`src/rtl/eight_bit_demux_dispatcher_if.sv`:
```
// Handshake and channel bus for the 8-bit, 4-channel demux dispatcher.
interface eight_bit_demux_dispatcher_if;
    logic [7:0] a;
    logic       in_valid;
    logic       in_ready;
    logic       mode;
    logic [1:0] dest;
    logic [7:0] out1;
    logic [7:0] out2;
    logic [7:0] out3;
    logic [7:0] out4;
    logic [3:0] out_valid;
    logic [3:0] out_ready;
    logic       busy;
    logic [7:0] dispatch_cnt;

    modport master (
        output a, in_valid, mode, dest, out_ready,
        input  in_ready, out1, out2, out3, out4,
        input  out_valid, busy, dispatch_cnt
    );

    modport slave (
        input  a, in_valid, mode, dest, out_ready,
        output in_ready, out1, out2, out3, out4,
        output out_valid, busy, dispatch_cnt
    );
endinterface

```
`src/rtl/eight_bit_demux_dispatcher.sv`:
```
// Stages one byte and dispatches it into one of four single-entry
// channel buffers, chosen by dest or by a round-robin pointer.
module eight_bit_demux_dispatcher (
    input logic clk,
    input logic rst,
    eight_bit_demux_dispatcher_if.slave bus
);
    typedef enum logic {
        IDLE     = 1'b0,
        DISPATCH = 1'b1
    } state_t;

    state_t     state;
    state_t     state_nxt;
    logic [7:0] staging;
    logic [1:0] target;
    logic       target_rr;
    logic [1:0] rr_ptr;
    logic [7:0] chan [4];
    logic [3:0] valid;
    logic [7:0] cnt;
    logic       accept;
    logic       target_free;
    logic       dispatch;

    assign accept      = (state == IDLE) && bus.in_valid;
    assign target_free = !valid[target] || bus.out_ready[target];
    assign dispatch    = (state == DISPATCH) && target_free;

    always_ff @(posedge clk or posedge rst) begin
        if (rst) state <= IDLE;
        else     state <= state_nxt;
    end

    always_comb begin
        state_nxt = state;
        unique case (state)
            IDLE:     if (bus.in_valid) state_nxt = DISPATCH;
            DISPATCH: if (target_free)  state_nxt = IDLE;
            default:  state_nxt = IDLE;
        endcase
    end

    always_comb begin
        bus.in_ready = 1'b0;
        bus.busy     = 1'b0;
        unique case (state)
            IDLE:     bus.in_ready = 1'b1;
            DISPATCH: bus.busy     = 1'b1;
            default:  bus.in_ready = 1'b0;
        endcase
    end

    // Target and its routing mode are frozen at accept time.
    always_ff @(posedge clk or posedge rst) begin
        if (rst) begin
            staging   <= 8'h00;
            target    <= 2'd0;
            target_rr <= 1'b0;
        end else if (accept) begin
            staging   <= bus.a;
            target    <= bus.mode ? rr_ptr : bus.dest;
            target_rr <= bus.mode;
        end
    end

    always_ff @(posedge clk or posedge rst) begin
        if (rst) begin
            rr_ptr <= 2'd0;
            cnt    <= 8'h00;
        end else if (dispatch) begin
            cnt <= cnt + 8'd1;
            if (target_rr) rr_ptr <= rr_ptr + 2'd1;
        end
    end

    // A write into a channel wins over its drain on the same edge.
    always_ff @(posedge clk or posedge rst) begin
        if (rst) begin
            valid <= 4'b0000;
            for (int k = 0; k < 4; k++) chan[k] <= 8'h00;
        end else begin
            for (int k = 0; k < 4; k++) begin
                if (dispatch && target == 2'(k)) begin
                    valid[k] <= 1'b1;
                    chan[k]  <= staging;
                end else if (valid[k] && bus.out_ready[k]) begin
                    valid[k] <= 1'b0;
                end
            end
        end
    end

    assign bus.out1         = valid[0] ? chan[0] : 8'h00;
    assign bus.out2         = valid[1] ? chan[1] : 8'h00;
    assign bus.out3         = valid[2] ? chan[2] : 8'h00;
    assign bus.out4         = valid[3] ? chan[3] : 8'h00;
    assign bus.out_valid    = valid;
    assign bus.dispatch_cnt = cnt;
endmodule

```
`src/flat_wrapper.sv`:
```
// flat-port wrapper written by rule: the top's interface ports become plain ports
module eight_bit_demux_dispatcher_flat 
  (clk, rst, bus_a, bus_in_valid, bus_mode, bus_dest, bus_out_ready, bus_in_ready, bus_out1, bus_out2, bus_out3, bus_out4, bus_out_valid, bus_busy, bus_dispatch_cnt);
  eight_bit_demux_dispatcher_if bus_i ();
  input logic clk;
  input logic rst;
  input wire logic [$bits(bus_i.a)-1:0] bus_a;
  input wire logic [$bits(bus_i.in_valid)-1:0] bus_in_valid;
  input wire logic [$bits(bus_i.mode)-1:0] bus_mode;
  input wire logic [$bits(bus_i.dest)-1:0] bus_dest;
  input wire logic [$bits(bus_i.out_ready)-1:0] bus_out_ready;
  output wire logic [$bits(bus_i.in_ready)-1:0] bus_in_ready;
  output wire logic [$bits(bus_i.out1)-1:0] bus_out1;
  output wire logic [$bits(bus_i.out2)-1:0] bus_out2;
  output wire logic [$bits(bus_i.out3)-1:0] bus_out3;
  output wire logic [$bits(bus_i.out4)-1:0] bus_out4;
  output wire logic [$bits(bus_i.out_valid)-1:0] bus_out_valid;
  output wire logic [$bits(bus_i.busy)-1:0] bus_busy;
  output wire logic [$bits(bus_i.dispatch_cnt)-1:0] bus_dispatch_cnt;
  assign bus_i.a = bus_a;
  assign bus_i.in_valid = bus_in_valid;
  assign bus_i.mode = bus_mode;
  assign bus_i.dest = bus_dest;
  assign bus_i.out_ready = bus_out_ready;
  assign bus_in_ready = bus_i.in_ready;
  assign bus_out1 = bus_i.out1;
  assign bus_out2 = bus_i.out2;
  assign bus_out3 = bus_i.out3;
  assign bus_out4 = bus_i.out4;
  assign bus_out_valid = bus_i.out_valid;
  assign bus_busy = bus_i.busy;
  assign bus_dispatch_cnt = bus_i.dispatch_cnt;
  eight_bit_demux_dispatcher u_core (.clk(clk), .rst(rst), .bus(bus_i));
endmodule
```
`config.mk`:
```
export PLATFORM = sky130hd
export DESIGN_NAME = eight_bit_demux_dispatcher_flat
export DESIGN_NICKNAME = d
export VERILOG_FILES = /design/src/rtl/eight_bit_demux_dispatcher_if.sv /design/src/rtl/eight_bit_demux_dispatcher.sv /design/src/flat_wrapper.sv
export SDC_FILE = /design/constraint.sdc
export NUM_CORES = 1
export LEC_CHECK = 0
export CAP_MARGIN = 40
export CELL_PAD_IN_SITES_DETAIL_PLACEMENT = 0
export CELL_PAD_IN_SITES_GLOBAL_PLACEMENT = 2
export CORE_MARGIN = 1.5
export CORE_UTILIZATION = 35
export CTS_CLUSTER_DIAMETER = 30
export CTS_CLUSTER_SIZE = 8
export DETAILED_ROUTE_END_ITERATION = 10
export PLACE_DENSITY = 0.95
export SYNTH_ARGS = -nofsm -noshare
export SYNTH_HDL_FRONTEND = slang
export SYNTH_SLANG_ARGS = --single-unit
```
`constraint.sdc`:
```
create_clock -name clk -period 3 [get_ports clk]
set_clock_uncertainty 0.05 [all_clocks]
set_input_delay 0.9 -clock clk [delete_from_list [all_inputs] [get_ports clk]]
set_output_delay 0.9 -clock clk [all_outputs]
set_load 0.005 [all_outputs]
```
After elaboration in Yosys (flattened, before gate mapping). Index checks and enable logic that the tools add are counted.

Flip-flop bits (word level): 58. Latch bits: 0. RAM bits: 0. ROM bits: 0. Input bits: 18. Output and inout bits: 46. Logic and storage cells: 61. Memories: 0.

Add/sub/neg operators: 2. $mul: 0. Div/mod/pow operators: 0. Order comparisons: 1. Eq/ne operators: 3. Shifts and indexed selects: 0. Multiplexer cells: 22. Bitwise operators: 1. Reduce and logical (&&, ||, !) cells: 18.

Operator list (number): two-way mux 8 bit (4); two-way mux 1 bit (14); logical AND 1 bit (10); adder 8 x 1 -> 8 bit (second input constant) (1); nonzero test 2 bit (4); binary-select mux 1 bit (select 2 bit) (2); equality test 2 bit (second input constant) (2); less-than comparator 2 x 3 -> 1 bit (second input constant) (1); adder 2 x 1 -> 2 bit (second input constant) (1); equality test 2 x 1 -> 1 bit (second input constant) (1); zero test 2 bit (1); two-way mux 2 bit (1); one-hot mux 1 bit (2 select lines) (1); AND reduction 2 bit (1); zero test 1 bit (1); logical OR 1 bit (1); inverter 1 bit (1).

Depth between registers and ports, before layout. Gate-level depths: netlist (run 1).

Depth in word-level cells: 7. Mapped depth: 5. Mapped depth without buffers: 4.

Least setup slack after synthesis (run 1). Ideal clock, no wire load.

Kind: input to register. Start: in bus_out_ready[3]. End: reg u_core.cnt[1], in the netlist u_core.bus.dispatch_cnt[1]. Library setup time: 0.128 ns. Arrival time: 2.023 ns. Data required time: 2.822 ns. Path slack: 0.800 ns. Stages on the path: 4. Buffers on the path: 0. Cells stage by stage: or2b_1 -> mux4_2 -> nand2_1 -> mux2_1.

Cells in the longest elaborated chain, start to end: 4.

RTL lines: start: declaration (RTL line flat_wrapper.sv:11) `input wire logic [$bits(bus_i.out_ready)-1:0] bus_out_ready;`; binary-select mux 1 bit (select 2 bit) (RTL line eight_bit_demux_dispatcher.sv:27) `assign target_free = !valid[target] || bus.out_ready[target];`; two-way mux 1 bit (not written as such) (RTL line eight_bit_demux_dispatcher.sv:27); logical OR 1 bit (RTL line eight_bit_demux_dispatcher.sv:27); logical AND 1 bit (RTL line eight_bit_demux_dispatcher.sv:28) `assign dispatch = (state == DISPATCH) && target_free;`; end signal: assignment (RTL line eight_bit_demux_dispatcher.sv:72) `cnt <= cnt + 8'd1;`; end: declaration (RTL line eight_bit_demux_dispatcher.sv:21) `logic [7:0] cnt;`.

Every way passes these cells. The select of a mux whose other input is x is not followed. A chain may end at the register's enable or synchronous reset.

Worst setup path in the final report (run 1).
Start: reg u_core.valid[1], in the netlist u_core.bus.out_valid[1]. End: out bus_out2[7].

Cells in the longest elaborated chain, start to end: 1.

RTL lines: start: declaration (RTL line eight_bit_demux_dispatcher.sv:20) `logic [3:0] valid;`; start signal: assignment (RTL line eight_bit_demux_dispatcher.sv:80) `valid <= 4'b0000;`; start signal: indexed assignment (RTL line eight_bit_demux_dispatcher.sv:85) `valid[k] <= 1'b1;`; start signal: indexed assignment (RTL line eight_bit_demux_dispatcher.sv:88) `valid[k] <= 1'b0;`; two-way mux 8 bit (RTL line eight_bit_demux_dispatcher.sv:95) `assign bus.out2 = valid[1] ? chan[1] : 8'h00;`; end: declaration (RTL line flat_wrapper.sv:14) `output wire logic [$bits(bus_i.out2)-1:0] bus_out2;`.

Every way passes these cells.

==> impl_results.md, run 1 <==
- Outcome: finished clean
- Routed Antenna Nets: 0
- Syn Area/Cell: 13.4 um2
- Ys flop type: dfrtp_1
- Layout cell share with drive strength beyond 1: 26.8%
- Syn Nets: 211
- Fin crit period: 2.52 ns
- Buffers on Ports: 63
- Fmax: 397 MHz
- Fin area: 0.00357 mm2
- FFs w/ async S/R, synth: 100%
- DRT Pass-1 Iters: 4
- First-pass GRT wire length: 8540 um
- Die H: 88.9 um
- Top Ports: 64
- Routed wire length per instance: 14.2 um
- CTS tree: built
- Arrival time worst endpoint: 1.57 ns
- DP Area: 0.00336 mm2
- Crit. End Element: output pin
- Final slew viol count: 0
- Critical path class: flop to output pin
- Core area: 0.00718 mm2
- Pwr Total: 0.00368 W
- Post-CTS Setup Bufs: 0
- CTS Buf Count: 9
- Antenna diode count: 0
- HPWL after DPL: 3770 um
- Worst VDD drop: 0.000388 V
- WP data required: 2.05 ns
- Final period util: 83.9%
- Die Width: 88.9 um
- Vias per std cell: 4.59
- Finished Layout Cells: 368
- Pin count of the biggest net entering global routing: 59
- Final net count: 285
- P&R area growth vs syn: 38.3%
- Setup TNS: 0 ns
- P_leak: 1.48 nW
- Initial DRC count: 58
- Max_cap viols: 0
- Startpoint Class: flop
- Post-synth cell types: 32
- Total Routing Usage GR: 15.0%
- Starting density of the core: 36.0%
- Clk sinks: 58
- Mapped Area: 0.00258 mm2
- Maximum clock insertion buffer count: 2
- RePlAce Congestion: 0.766
- Worst Hold Class: flop to flop
- Clock slew at reported path FFs: 0.06 ns
- Relative slew slack: 74.2%
- Post-CTS sizing: 0
- Die footprint: 0.00790 mm2
- Clk Latency, worst-skew pair: 0.33 ns
- RSZ-0062 raised after global routing: no
- Seq/Total Area, Yosys: 56.3%
- Synthesis Warnings: 0
- Total gr overflow: 0
- PD cells: 1030 mW/mm2
- Crit-path max FO: 11
- Post-Route WL: 5240 um
- # H-tree levels: 3
- Post-Synthesis Cells: 192
- Dpl cells: 354
- Yosys reg bits: 58
- DRC: 0
- Initial antenna violation count: 0
- Vias: 1688
- Post-synth EDFFs: 0
- Number of global-route vias before repair: 1719
- Fin. Hold Viols: 0
- Final setup vio count: 0
- Root buffer cell: clkbuf_8
- Worst Max-Slew Pin Slew: 0.387 ns
- FP Rows: 31
- Hold buffer count at cts: 0
-- cells in the final DEF (no fill, tap or decap), types with 2 or more instances in the layout --
cell type,synthesis,routed
xnor2_1,3,3
nand2_1,5,5
clkdlybuf4s50_1,0,63
a21oi_1,2,2
mux4_2,2,2
nor3_1,4,4
inv_2,1,2
nor2_1,3,3
buf_4,0,4
nand4_1,3,3
mux2_2,41,41
nor2b_1,3,3
nor2b_4,2,2
xor2_1,5,5
nand3_1,4,4
bufinv_16,0,2
clkbuf_8,0,10
mux2i_1,2,2
and2_1,32,32
or2_2,2,2
nand2b_1,3,3
dfrtp_1,58,58
-- metal layers --
metal  track usage (%)  share of wire [%]  up-vias
met5                 0                  0        -
met4              7.67                2.2        0
met3              4.38                4.0       10
met2              22.2                 47       38
met1              20.0                 47      833
li1                  -                  -      807
-- worst max-delay path, stage by stage, from the launching register on --
cell,delay (ns)
dfrtp_1,0.54
and2_1,0.20
clkdlybuf4s50_1,0.50
-- cells by family (layout without fill, tap and decap cells) --
group,Yosys count,after routing,share of synthesized area [%]
DFF,58,58,56.3
adders and majority gates,1,1,0.485
xor gates and xnor gates,9,9,3.35
and+or+nand+nor,67,67,17.0
buffers and inverters,7,84,1.16
muxes,46,46,20.9
AOI/OAI and AO/OA,4,4,0.873
-- registers in the layout (all words and copies together), names as in the netlist --
signal / flops
u_core.state: 1
u_core.bus.dispatch_cnt: 8
u_core.target: 2
u_core.target_rr: 1
u_core.bus.out_valid: 4
u_core.chan: 32
u_core.staging: 8
u_core.rr_ptr: 2
-- layout make-up --
type                       instances  area, um2
clock buffer                      11        141
clock inverter                     3       65.1
fill                             641       3610
inverter                           2       7.51
multi-input combinational        127       1100
sequential                        58       1450
tap                               99        124
timing repair buffer              68        681
-- power breakdown --
group | total [W] | switching [W] | internal [W]
Clock | 0.000768 | 0.000289 | 0.000480
Sequential | 0.00156 | 0.000381 | 0.00118
Combinational | 0.00135 | 0.000432 | 0.000919
-- through the flow --
stage / utilization, % / setup WS, ns / hold slack [ns]
5_1_grt: 49.7 / 0.408 / 0.440
3_3_place_gp: 46.9 / 0.264 / 0.410
2_1_floorplan: - / 0.622 / 0.395
4_1_cts: 49.7 / 0.450 / 0.434
3_5_place_dp: 46.9 / 0.234 / 0.424
6_report: 49.7 / 0.483 / 0.426
-- path summary, 6_finish.rpt --
path | end | depth (start not counted) | startpoint | slack (ns)
hold / removal | u_core.rr_ptr[1] | 1 | u_core.rr_ptr[1] | 0.43
setup reg to reg | u_core.bus.dispatch_cnt[7] | 4 | u_core.bus.out_valid[1] | 1.06
setup / recovery | bus_out2[7] | 2 | u_core.bus.out_valid[1] | 0.48
max in group asynchronous | u_core.target_rr | 3 | rst | 1.77
hold reg to reg | u_core.rr_ptr[1] | 1 | u_core.rr_ptr[1] | 0.43
min in group asynchronous | u_core.chan[26] | 3 | rst | 0.89
-- synth_stat cells, types with 2 or more instances --
cell | instances | share of area [%]
nor2_1 | 3 | 0.44
nor2b_1 | 3 | 0.73
nor3_1 | 4 | 0.78
dfrtp_1 | 58 | 56
nand3_1 | 4 | 0.78
or2_2 | 2 | 0.48
xor2_1 | 5 | 1.7
mux2_2 | 41 | 18
mux2i_1 | 2 | 0.78
a21oi_1 | 2 | 0.39
clkbuf_1 | 2 | 0.29
mux4_2 | 2 | 1.7
and2_1 | 32 | 7.8
buf_2 | 3 | 0.58
nor2b_4 | 2 | 1.1
nand4_1 | 3 | 0.73
nand2b_1 | 3 | 0.73
nand2_1 | 5 | 0.73
xnor2_1 | 3 | 1.0
(Power assumes the default switching activity.)
==> inputs of run 2 (changes only) <==
Settings changed: CORE_UTILIZATION 35 to 29, PLACE_DENSITY 0.95 to 0.86.
Clock period 3 ns to 2.2 ns, I/O delays scaled along.
==> run 2 against run 1 <==
Effect of this change:
- via count increased by 6.9%
- first-iteration DRC count decreased by 29%
- worst hold slack improved by 0.00075 ns
- die area increased by 20%
- setup slack got worse by 0.46 ns
- register-to-register slack got worse by 0.87 ns
- critical path depth increased by 1
- largest power group is now combinational cells
- highest routed layer unchanged
==> impl_results.md, run 2 (same netlist as run 1, synthesis figures left out) <==
- Fillers: 853
- Fin worst setup slack: 0.0219 ns
- Startpoint Class: flop
- Dpl ws: -0.270 ns
- DRT Pass-1 Iters: 4
- DRC: 0
- Die footprint: 0.00947 mm2
- Relative slew slack: 79.0%
- Final net count: 309
- Pwr Total: 0.00534 W
- Vias per std cell: 4.48
- Post-Route WL: 6390 um
- Initial antenna violation count: 0
- Fin crit period: 2.18 ns
- Worst Max-Slew Pin Slew: 0.314 ns
- WP data required: 1.49 ns
- Top register by number of flip-flops: u_core.chan
- # H-tree levels: 3
- PD cells: 1380 mW/mm2
- Arrival time worst endpoint: 1.47 ns
- Antenna diode count: 0
- CTS Buf Count: 9
- Hold buffer count at cts: 0
- Die Width: 97.3 um
- P_leak: 2.10 nW
- Fmax: 459 MHz
- Clk Latency, worst-skew pair: 0.33 ns
- Crit. End Element: output pin
- Pin count of the biggest net entering global routing: 59
- Commonest cells after routing, fill and taps aside: dfrtp_1, mux2_2, clkdlybuf4s50_1
- Total Routing Usage GR: 13.3%
- Commonest non-fill, non-tap cell in the layout: dfrtp_1
- HPWL after DPL: 4170 um
- Vias: 1804
- Final setup vio count: 0
- Initial DRC count: 41
- RePlAce Congestion: 0.721
- Root buffer cell: clkbuf_8
- Final slew viol count: 0
- FP Rows: 34
- Crit-path max FO: 5
- Top Ports: 64
- Buffers on Ports: 63
- Number of global-route vias before repair: 1905
- Final period util: 99.0%
- Die H: 97.3 um
- Max FFs per register: 32
- Worst VDD drop: 0.000676 V
- P&R area growth vs syn: 49.8%
- CTS tree: built
- Maximum clock insertion buffer count: 2
- Max_cap viols: 0
- Layout cell share with drive strength beyond 1: 36.3%
- Fin. Hold Viols: 0
- Worst Hold Class: flop to flop
- Critical path class: flop to output pin
- Core area: 0.00868 mm2
- Routed Antenna Nets: 0
- RSZ-0062 raised after global routing: yes
- Total gr overflow: 0
- Outcome: finished clean
- Clk sinks: 58
- First-pass GRT wire length: 9720 um
- Starting density of the core: 29.7%
- Routed wire length per instance: 15.9 um
- Clock slew at reported path FFs: 0.06 ns
## run 2: cell count changes in the layout (fill, tap and decap cells not counted), sizes merged, moves of 2 or more
cell           previous run  this run
dlymetal6s2s              0        28
clkinv                    1         3
clkdlybuf4s50            63        33
dlygate4sd2               0         2
buf                       5        29
## run 2: cell type report
class	count	area (um2)	share of cell area [%]
flip-flops and latches	58	1460	37.7
multi-input cells	127	1110	28.6
repair buffers	92	945	24.4
clock buffers	12	165	4.27
well taps	108	135	3.50
clock inverters	4	48.8	1.26
inverters	2	7.51	0.194
## run 2: per-stage QoR
step	util [%]	TNS [ns]	std cells	instance area, um2	hold slack, ns
5_1_grt	44.5	-0.0449	403	3860	0.463
3_5_place_dp	39.7	-4.27	373	3450	0.417
6_report	44.5	0	403	3860	0.427
3_3_place_gp	39.7	-4.07	373	3450	0.413
4_1_cts	42.8	-0.00992	395	3720	0.429
2_1_floorplan	-	0	192	2580	0.395
## run 2: routing by layer
layer  routed length (um)  GRT usage [%]  vias to the layer above
li1                     -              -                      852
met1                 2920           16.0                      898
met2                 3070           21.8                       47
met3                  354           5.97                        7
met4                   54           3.41                        0
met5                    0              0                        -
## run 2: critical path: stages (launching register included)
cell	delay, ns
dfrtp_2	0.40
buf_4	0.15
and2_1	0.15
clkdlybuf4s50_1	0.44
## run 2: final timing paths
check                           cells after the start                    start  slack [ns]                    endpoint
min in group asynchronous                           3                      rst        0.65  u_core.bus.dispatch_cnt[7]
worst max-delay path                                3  u_core.bus.out_valid[1]        0.02                 bus_out2[6]
worst max register to register                      7  u_core.bus.out_valid[0]        0.19  u_core.bus.dispatch_cnt[6]
worst min register to register                      1         u_core.rr_ptr[1]        0.43            u_core.rr_ptr[1]
worst min-delay path                                1         u_core.rr_ptr[1]        0.43            u_core.rr_ptr[1]
max in group asynchronous                           3                      rst        1.16     u_core.bus.out_valid[2]
## run 2: timing repair
action,4_1_cts,5_1_grt
gates resized for setup,10,37
setup buffers,6,8
endpoints found under the setup margin,35,30
pin swaps,1,0
## run 2: power by group
| group | leakage, nW | internal [W] | switching [W] |
|---|---|---|---|
| Combinational | 1.31 | 0.00145 | 0.000783 |
| Sequential | 0.679 | 0.00162 | 0.000449 |
| Clock | 0.112 | 0.000614 | 0.000421 |
| Total | 2.10 | 0.00369 | 0.00165 |
==> inputs of run 3 (changes only) <==
Settings changed: CTS_CLUSTER_DIAMETER 30 to 120, HOLD_SLACK_MARGIN set to 0.08.
==> results of run 3 <==
Final layout, timing and power as in run 2 (identical DEF).
